==> config.mk <==
export PLATFORM = sky130hd
export DESIGN_NAME = edge_pixel_packer
export DESIGN_NICKNAME = d
export VERILOG_FILES = /design/src/rtl/edge_pkg.sv /design/src/rtl/word_queue2.sv /design/src/rtl/edge_pixel_packer.sv
export SDC_FILE = /design/constraint.sdc
export NUM_CORES = 1
export LEC_CHECK = 0
export CAP_MARGIN = 20
export CORE_MARGIN = 2
export CORE_UTILIZATION = 55
export DETAILED_ROUTE_END_ITERATION = 16
export PLACE_DENSITY = 0.76
export SKIP_LAST_GASP = 1
export SYNTH_ARGS = -nofsm -noshare
export SYNTH_HDL_FRONTEND = slang
export SYNTH_SLANG_ARGS = --single-unit
==> constraint.sdc <==
create_clock -name bus_clk -period 4.4 [get_ports bus_clk]
set_clock_uncertainty 0.1 [all_clocks]
set_input_delay 0.44 -clock bus_clk [delete_from_list [all_inputs] [get_ports bus_clk]]
set_output_delay 0.44 -clock bus_clk [all_outputs]
set_load 0.05 [all_outputs]
==> src/rtl/edge_pkg.sv <==
// Shared constants, types and helpers for the edge pixel packer.
// Frame geometry sets the default pixels-per-frame for the length check.
package edge_pkg;

  localparam int unsigned PIX_W        = 8;
  localparam int unsigned PIX_PER_WORD = 4;
  localparam int unsigned WORD_W       = PIX_W * PIX_PER_WORD;

  localparam int unsigned IN_PIX_LSB  = 8;
  localparam int unsigned IN_LAST_BIT = 0;

  localparam int unsigned FRAME_WIDTH         = 640;
  localparam int unsigned FRAME_HEIGHT        = 480;
  localparam int unsigned EXPECTED_PIXELS_DEF = (FRAME_WIDTH - 2) * (FRAME_HEIGHT - 2);

  typedef enum logic [1:0] {
    IDLE  = 2'd0,
    PACK  = 2'd1,
    DRAIN = 2'd2
  } edge_state_e;

  typedef struct packed {
    logic              last;
    logic [WORD_W-1:0] word;
  } qword_t;

  // Keeps lanes below `lane`, writes `pix` into `lane`, zeroes everything above.
  function automatic logic [WORD_W-1:0] lane_insert(input logic [WORD_W-1:0] asm_word,
                                                    input logic [1:0]        lane,
                                                    input logic [PIX_W-1:0]  pix);
    logic [WORD_W-1:0] w;
    w = '0;
    for (int k = 0; k < int'(PIX_PER_WORD); k++) begin
      if (k < int'(lane)) begin
        w[k*PIX_W +: PIX_W] = asm_word[k*PIX_W +: PIX_W];
      end else if (k == int'(lane)) begin
        w[k*PIX_W +: PIX_W] = pix;
      end
    end
    return w;
  endfunction

endpackage

==> src/rtl/word_queue2.sv <==
// Two-entry FIFO of packed words with last tag; head reads zero when empty.
module word_queue2
  import edge_pkg::*;
(
  input  logic       clk_i,
  input  logic       rst_i,
  input  logic       push_i,
  input  qword_t     data_i,
  input  logic       pop_i,
  output qword_t     head_o,
  output logic [1:0] count_o
);

  qword_t     mem_q [2];
  logic       wr_ptr_q, rd_ptr_q;
  logic [1:0] count_q;
  logic       push, pop;

  assign push = push_i && (count_q != 2'd2);
  assign pop  = pop_i && (count_q != 2'd0);

  always_ff @(posedge clk_i or posedge rst_i) begin
    if (rst_i) begin
      mem_q    <= '{default: '0};
      wr_ptr_q <= 1'b0;
      rd_ptr_q <= 1'b0;
      count_q  <= 2'd0;
    end else begin
      if (push) begin
        mem_q[wr_ptr_q] <= data_i;
        wr_ptr_q        <= ~wr_ptr_q;
      end
      if (pop) begin
        rd_ptr_q <= ~rd_ptr_q;
      end
      count_q <= count_q + 2'(push) - 2'(pop);
    end
  end

  assign head_o  = (count_q != 2'd0) ? mem_q[rd_ptr_q] : '0;
  assign count_o = count_q;

endmodule

==> src/rtl/edge_pixel_packer.sv <==
// Packs four 8-bit edge pixels per 32-bit host word, flushes partial words on
// the last pixel of a frame, and checks frame length.
module edge_pixel_packer
  import edge_pkg::*;
#(
  parameter int unsigned EXPECTED_PIXELS = EXPECTED_PIXELS_DEF,
  parameter int unsigned CNT_W           = 19
) (
  input  logic        bus_clk,
  input  logic        rst,
  input  logic        in_wren,
  input  logic [31:0] in_din,
  output logic        ou_full,
  input  logic        in_fifo_full,
  output logic        ou_fifo_wren,
  output logic [31:0] ou_fifo_din,
  output logic        ou_frame_done,
  output logic        ou_len_err,
  output logic        ou_overflow
);

  edge_state_e       state_q, state_d;
  logic [WORD_W-1:0] asm_q, asm_d;
  logic [1:0]        lane_q, lane_d;
  logic [CNT_W-1:0]  cnt_q, cnt_d, cnt_inc;
  logic              len_err_q, len_err_d;
  logic              ovf_q, ovf_d;

  logic [PIX_W-1:0]  pix;
  logic              pix_last;
  logic              accept, complete, tagged_wr;
  logic [WORD_W-1:0] packed_word;
  qword_t            q_head, q_data;
  logic [1:0]        q_count;
  logic              unused_din;

  assign pix        = in_din[IN_PIX_LSB +: PIX_W];
  assign pix_last   = in_din[IN_LAST_BIT];
  assign unused_din = ^{in_din[31:16], in_din[7:1]};

  assign ou_full      = (q_count == 2'd2);
  assign accept       = in_wren && !ou_full;
  assign complete     = accept && ((lane_q == 2'd3) || pix_last);
  assign packed_word  = lane_insert(asm_q, lane_q, pix);
  assign q_data       = '{last: pix_last, word: packed_word};
  assign ou_fifo_wren = (q_count != 2'd0) && !in_fifo_full;
  assign ou_fifo_din  = q_head.word;
  assign tagged_wr    = ou_fifo_wren && q_head.last;
  assign cnt_inc      = cnt_q + CNT_W'(1);

  word_queue2 u_queue (
    .clk_i   (bus_clk),
    .rst_i   (rst),
    .push_i  (complete),
    .data_i  (q_data),
    .pop_i   (ou_fifo_wren),
    .head_o  (q_head),
    .count_o (q_count)
  );

  always_comb begin
    asm_d     = asm_q;
    lane_d    = lane_q;
    cnt_d     = cnt_q;
    len_err_d = len_err_q;
    ovf_d     = ovf_q || (in_wren && ou_full);
    if (accept) begin
      asm_d  = complete ? '0 : packed_word;
      lane_d = complete ? 2'd0 : lane_q + 2'd1;
      if (pix_last) begin
        cnt_d     = '0;
        len_err_d = len_err_q || (cnt_inc != CNT_W'(EXPECTED_PIXELS));
      end else begin
        // Saturate so a runaway frame cannot wrap back under the limit.
        cnt_d     = (cnt_q == '1) ? cnt_q : cnt_inc;
        len_err_d = len_err_q || (cnt_inc > CNT_W'(EXPECTED_PIXELS));
      end
    end
  end

  always_comb begin
    state_d = state_q;
    unique case (state_q)
      IDLE:  if (accept) state_d = pix_last ? DRAIN : PACK;
      PACK:  if (accept && pix_last) state_d = DRAIN;
      DRAIN: begin
        // Next-frame pixels may already be in flight when the tagged word leaves.
        if (tagged_wr) begin
          if (accept) state_d = pix_last ? DRAIN : PACK;
          else        state_d = (cnt_q != '0) ? PACK : IDLE;
        end
      end
      default: state_d = IDLE;
    endcase
  end

  always_ff @(posedge bus_clk or posedge rst) begin
    if (rst) begin
      state_q   <= IDLE;
      asm_q     <= '0;
      lane_q    <= 2'd0;
      cnt_q     <= '0;
      len_err_q <= 1'b0;
      ovf_q     <= 1'b0;
    end else begin
      state_q   <= state_d;
      asm_q     <= asm_d;
      lane_q    <= lane_d;
      cnt_q     <= cnt_d;
      len_err_q <= len_err_d;
      ovf_q     <= ovf_d;
    end
  end

  assign ou_frame_done = tagged_wr;
  assign ou_len_err    = len_err_q;
  assign ou_overflow   = ovf_q;

endmodule

==> reports/metrics.cfg, run 1 <==
[route]
vias_per_cell = 5.89
first_pass_iters = 5
num_vias = 4619
route.detailed.drc = 0
wl_per_cell_um = 17.1
drtIter0Drc = 307
ant_nets = 0
drt-total-wl_um = 13400

[synthesis]
synth_top_cells_by_area = dfrtp_1, o21ai_0, mux2i_1
synth_fa_ha_area_share_pct = 1.53
synthCells = 602
syn_area_um2 = 5740
synth_seq_area_share_pct = 51.0
yosysTopAreaCell = dfrtp_1
synth_compound_gate_area_share_pct = 18.1
synthDistinctLibCells = 50
synthSimpleGateAreaFrac_pct = 17.0
yosysTopAreaCellShare_pct = 51.0
synth.net_count = 645
ys_seq_elements = 117
synthXorXnorAreaFrac_pct = 1.66
yosysWarnings = 0
synthMuxAreaShare_pct = 7.16
synth_top_family_by_area = compound AO/OA/AOI/OAI gates
syn_area_per_cell_um2 = 9.53

[critical_path]
slowest_stage = dfrtp_2
cp_data_required_time_ns = 3.86
cp.depth = 3
r2r_cells = 8
cp-end-kind = primary output
rrSetupSlack_ns = 1.07
critPathArrivalTime_ns = 2.88
critical_path.max_fanout = 34
worst-setup-path-type = flop to primary output
critPathTopFamily = flip-flops
r2r_end = cnt_q[14]
critPathBufInv = 1
start_kind = flop
rr_startpoint = cnt_q[0]
critPathMaxStageDelay_ns = 1.09
worstPathCellList = mux2i_1 -> nor2_1 -> clkdlybuf4s50_1

[pwr]
p_int_mw = 2.93
sequentialPowerShare_pct = 35.1
p_sw_share_pct = 38.8
powerDensity_nw_per_um2 = 691
total_power_mw = 4.78
peakVddDrop_mv = 0.345
power.share.combinational_pct = 34.7
p_leak_nw = 3.13
power_frac_clock_pct = 30.2
p_switching_mw = 1.85

[clock_tree]
clk_pin_slew_ns = 0.06
post_cts_resized = 0
clk_path_buf_depth = 2
clkSinkCount = 117
cts_tree = yes
cts_buffers = 17
clk_latency_ns = 0.51
ctsHoldBuffers = 0
cts_setup_buffers = 0
cts-root-buf = clkbuf_8
htreeDepth = 4

[cells_and_area]
layout-drive-gt1-share_pct = 8.02
fin_nets = 678
syn_to_final_growth_pct = 20.7
mostFrequentLayoutCells = dfrtp_1, nand2_1, o21ai_0
diodes = 0
layout_commonest_cell = dfrtp_1
fillCellCount = 769

[run_status]
outcome = finished, final reports clean

[floorplanning]
die_h_um = 106
std_cell_rows = 37
die_w_um = 106
die_area_um2 = 11300
start_util_pct = 56.1
num_io_pins = 73
core_um2 = 10200

[global_routing]
antenna_found_initial = 0
grt.overflow.total = 0
grt_pass1_wl_um = 22700
grt_usage_pct = 25.4
grt_pass1_vias = 4578
grt_max_degree = 69

[placement]
gp_congestion = 0.886
post-place-ws_ns = 1.08
io_buffers = 49
dp_hpwl_um = 8390

[sta]
period_needed_ns = 3.42
tightest_slew_ns = 1.09
period_share_pct = 77.7
slew_headroom_pct = 27.3
finalSetupTns_ns = 0
rsz0062_at_grt = false
finalMaxSlewViolations = 0
hold_viol_final = 0
layout_setup_ws_ns = 0.982
fmax_mhz = 293
finalSetupViolCount = 0

[job]
drv_cap = 0

[worst_hold_path]
hp-class = primary input to async pin

[final cells by class]
cell class                 instances  area, µm²  area share [%]
multi-input combinational        436       2610            37.8
timing repair buffer              55        548            7.92
clock inverter                    14        199            2.87
clock buffer                      18        428            6.18
tap                              136        170            2.46
sequential                       117       2930            42.3
inverter                           8       32.5           0.470
[flip-flops by register name, indices dropped and copies added, names as in the netlist]
signal	flops
u_queue.mem_q	66
ou_len_err	1
cnt_q	19
u_queue.count_o	2
lane_q	2
asm_q	24
u_queue.wr_ptr_q	1
ou_overflow	1
u_queue.rd_ptr_q	1
[power groups by stage]
stage | logic (mW) | clock network [mW] | registers, mW
after floorplan | 1.28 | 0 | 1.55
after global placement | 1.61 | 0 | 1.67
after detailed placement | 1.65 | 0 | 1.68
after CTS | 1.66 | 1.45 | 1.67
after global routing | 1.81 | 1.50 | 1.73
final | 1.66 | 1.44 | 1.68
[kinds of logic after synthesis]
group	count (synthesis)
and+or+nand+nor	209
AOI/OAI and AO/OA	169
DFF	117
buffers and inverters	49
muxes	41
xor gates and xnor gates	10
adders and majority gates	7
[worst max path at each step]
stage / start / endpoint
detailed placement: cnt_q[0] / cnt_q[14]
floorplan: rst / asm_q[0]
CTS: u_queue.rd_ptr_q / ou_fifo_din[3]
global route: cnt_q[0] / cnt_q[14]
finish: u_queue.rd_ptr_q / ou_fifo_din[3]
global placement: cnt_q[0] / cnt_q[14]
[per-stage QoR]
| step | utilization, % | cells | cell area [µm²] | hold WS (ns) |
|---|---|---|---|---|
| 4_1_cts | 67.4 | 783 | 6900 | 0.361 |
| 6_report | 67.6 | 784 | 6920 | 0.355 |
| 5_1_grt | 67.6 | 784 | 6920 | 0.385 |
| 3_3_place_gp | 61.3 | 751 | 6270 | 0.342 |
| 3_5_place_dp | 61.3 | 751 | 6270 | 0.369 |
| 2_1_floorplan | - | 602 | 5740 | 0.349 |
[Yosys cell counts (all sizes together)]
master / number
inv: 8
or3: 2
a31oi: 5
clkbuf: 34
and4: 1
nand2: 96
xor2: 3
a22oi: 8
nor3b: 1
a31o: 1
xnor2: 7
nor2: 53
nor4bb: 1
nand3: 8
nor4: 5
o211ai: 1
a311oi: 2
a2111oi: 1
and3: 19
a32oi: 1
o31ai: 9
o41ai: 2
nand2b: 6
buf: 7
a41oi: 1
or2: 1
a21oi: 13
and2: 1
o21ai: 99
nand4: 4
dfrtp: 117
or2b: 1
nor3: 4
ha: 7
nor2b: 5
a21o: 1
mux2i: 41
a22o: 24
o22ai: 1
and3b: 1
[layer usage]
| metal | track usage, % | vias up | share of wire [%] |
|---|---|---|---|
| met5 | 0 | - | 0 |
| met4 | 6.95 | 0 | 0.98 |
| met3 | 5.82 | 14 | 4.6 |
| met2 | 43.0 | 128 | 51 |
| met1 | 33.0 | 2277 | 43 |
| li1 | - | 2200 | - |
Note: power is estimated with default switching activity, not from simulation.
==> run 2: changes to the inputs <==
- CORE_UTILIZATION: 55 -> 50
- PLACE_DENSITY: 0.76 -> 0.73
- clock period: 4.4 -> 3.06 ns (I/O delays scaled with it)
==> run 2 against run 1 <==
  * Non-clock buffer count up 10
  * Power up 43%
  * Core utilization down 5.8 points
  * Count of clock-buffer cells in the layout up 7
  * Critical endpoint is now ou_frame_done
  * Largest cell class unchanged
  * Largest power group is now combinational cells
  * Highest routed layer unchanged
==> reports/metrics.cfg, run 2 (synthesis gave the netlist of run 1 again) <==
[cells_and_area]
top_regs = u_queue.mem_q x66, asm_q x24, cnt_q x19
mostFrequentLayoutCells = dfrtp_1, nand2_1, o21ai_0
fin_nets = 688  ; +1.5%
fillCellCount = 937  ; +22%
fin_cells = 801  ; +2.2%
syn_to_final_growth_pct = 22.1
largest_reg_flops = 66  ; unchanged
final_core_util_pct = 61.8  ; -5.8 points
layout-drive-gt1-share_pct = 8.97  ; +0.94 points
top_register = u_queue.mem_q
layout_commonest_cell = dfrtp_1
diodes = 0  ; unchanged

[critical_path]
cp_data_required_time_ns = 2.65  ; -1.21 ns
critPathLaunch = u_queue.rd_ptr_q
rr_startpoint = cnt_q[0]
rrSetupSlack_ns = 0.42  ; -0.65 ns
critPathArrivalTime_ns = 2.48  ; -0.40 ns
worst-setup-path-type = flop to primary output
r2r_end = ou_len_err
r2r_cells = 9  ; +1
critical_path.max_fanout = 34  ; unchanged
crit_path_end = ou_frame_done
cp-end-kind = primary output
start_kind = flop

[sta]
slew_headroom_pct = 36.3  ; +9.0 points
period_share_pct = 94.4
finalSetupViolCount = 0  ; unchanged
period_needed_ns = 2.89
fmax_mhz = 346
finalMaxSlewViolations = 0  ; unchanged
tightest_slew_ns = 0.947  ; -0.143 ns
finalSetupTns_ns = 0  ; unchanged
hold_viol_final = 0  ; unchanged
rsz0062_at_grt = false
timing.hold.ws_ns = 0.232  ; -0.123 ns

[route]
route.detailed.drc = 0  ; unchanged
wl_per_cell_um = 16.5  ; -3.3%
drtIter0Drc = 288  ; -6.2%
ant_nets = 0  ; unchanged
first_pass_iters = 5  ; unchanged
num_vias = 4640  ; +0.45%
drt-total-wl_um = 13300  ; -1.3%
vias_per_cell = 5.79  ; -1.7%

[placement]
dp.cells = 769  ; +2.4%
dp_hpwl_um = 8840  ; +5.5%
io_buffers = 49  ; unchanged
gp_congestion = 0.864  ; -2.4%

[clock_tree]
ctsHoldBuffers = 0  ; unchanged
clk_pin_slew_ns = 0.05  ; about the same
cts_tree = yes
htreeDepth = 4  ; unchanged
clkSinkCount = 117  ; unchanged
post_cts_resized = 0  ; unchanged
clk_latency_ns = 0.42  ; -0.09 ns
cts_buffers = 17  ; unchanged
clk_path_buf_depth = 2  ; unchanged
cts-root-buf = clkbuf_16
cts_setup_buffers = 0  ; unchanged

[global_routing]
grt_pass1_wl_um = 22300  ; -1.6%
grt_pass1_vias = 4489  ; -1.9%
grt_max_degree = 62  ; -10%
antenna_found_initial = 0  ; unchanged
grt.overflow.total = 0  ; unchanged
grt_usage_pct = 22.6  ; -2.8 points

[floorplanning]
start_util_pct = 50.7  ; -5.4 points
die_area_um2 = 12300  ; +9.6%
num_io_pins = 73  ; unchanged
die_w_um = 111  ; +4.7%
core_um2 = 11300  ; +11%
std_cell_rows = 39  ; +5.4%
die_h_um = 111  ; +4.7%

[worst_hold_path]
hp-class = primary input to async pin

[job]
drv_cap = 0  ; unchanged

[pwr]
peakVddDrop_mv = 0.563  ; +63%
powerDensity_nw_per_um2 = 980  ; +42%
p_leak_nw = 3.18  ; +1.8%

[run_status]
outcome = finished, final reports clean

==> run 2: changes by cell type in the layout (fill, tap and decap cells not counted), sizes merged <==
cell,before,now
inv,10,7
clkinvlp,4,1
buf,6,16
clkbuf,18,25
bufinv,4,3
==> run 2: routing by layer <==
layer  share of wire, %  GRT usage [%]  vias up  wire, µm
li1                   -              -     2212         -
met4                1.7           7.82        0       219
met1                 43           28.9     2266      5730
met2                 50           37.4      142      6620
met5                  0              0        -         0
met3                5.2           6.23       20       693
==> run 2: how the worst min path moves through the flow <==
stage / slack, ns / depth (start not counted) / start / endpoint
after floorplan: 0.32 / 1 / in_wren / ou_overflow
after detailed placement: 0.34 / 1 / ou_overflow / ou_overflow
after CTS: 0.24 / 2 / rst / u_queue.mem_q[37]
after global routing: 0.28 / 2 / rst / u_queue.mem_q[36]
final: 0.23 / 2 / rst / u_queue.mem_q[2]
after global placement: 0.34 / 1 / ou_overflow / ou_overflow
==> run 2: cell type report <==
type	count	area [µm²]	area share, %
timing repair buffer	65	623	8.90
clock inverter	7	118	1.68
multi-input combinational	436	2610	37.3
inverter	8	33.8	0.482
sequential	117	2930	41.8
tap	143	179	2.56
clock buffer	25	505	7.22
==> run 2: power breakdown <==
part | internal, mW | leakage [nW] | switching (mW)
registers | 2.00 | 1.57 | 0.288
logic | 0.884 | 1.30 | 1.63
clock network | 1.39 | 0.307 | 0.671
total | 4.27 | 3.18 | 2.59
==> run 2: metrics by stage <==
stage / worst slack [ns] / area [µm²] / total power [mW]
final: 0.170 / 7000 / 6.86
after global placement: 0.500 / 6380 / 4.74
after CTS: 0.107 / 7000 / 6.91
after floorplan: 0.635 / 5740 / 4.06
after global routing: 0.0483 / 7000 / 7.25
after detailed placement: 0.435 / 6380 / 4.83
==> run 2: worst max-delay path, stage by stage, from the launching register on <==
cell	delay, ns
dfrtp_2	0.34
buf_4	0.50
mux2i_1	0.21
nor3_1	0.18
clkdlybuf4s50_1	0.83
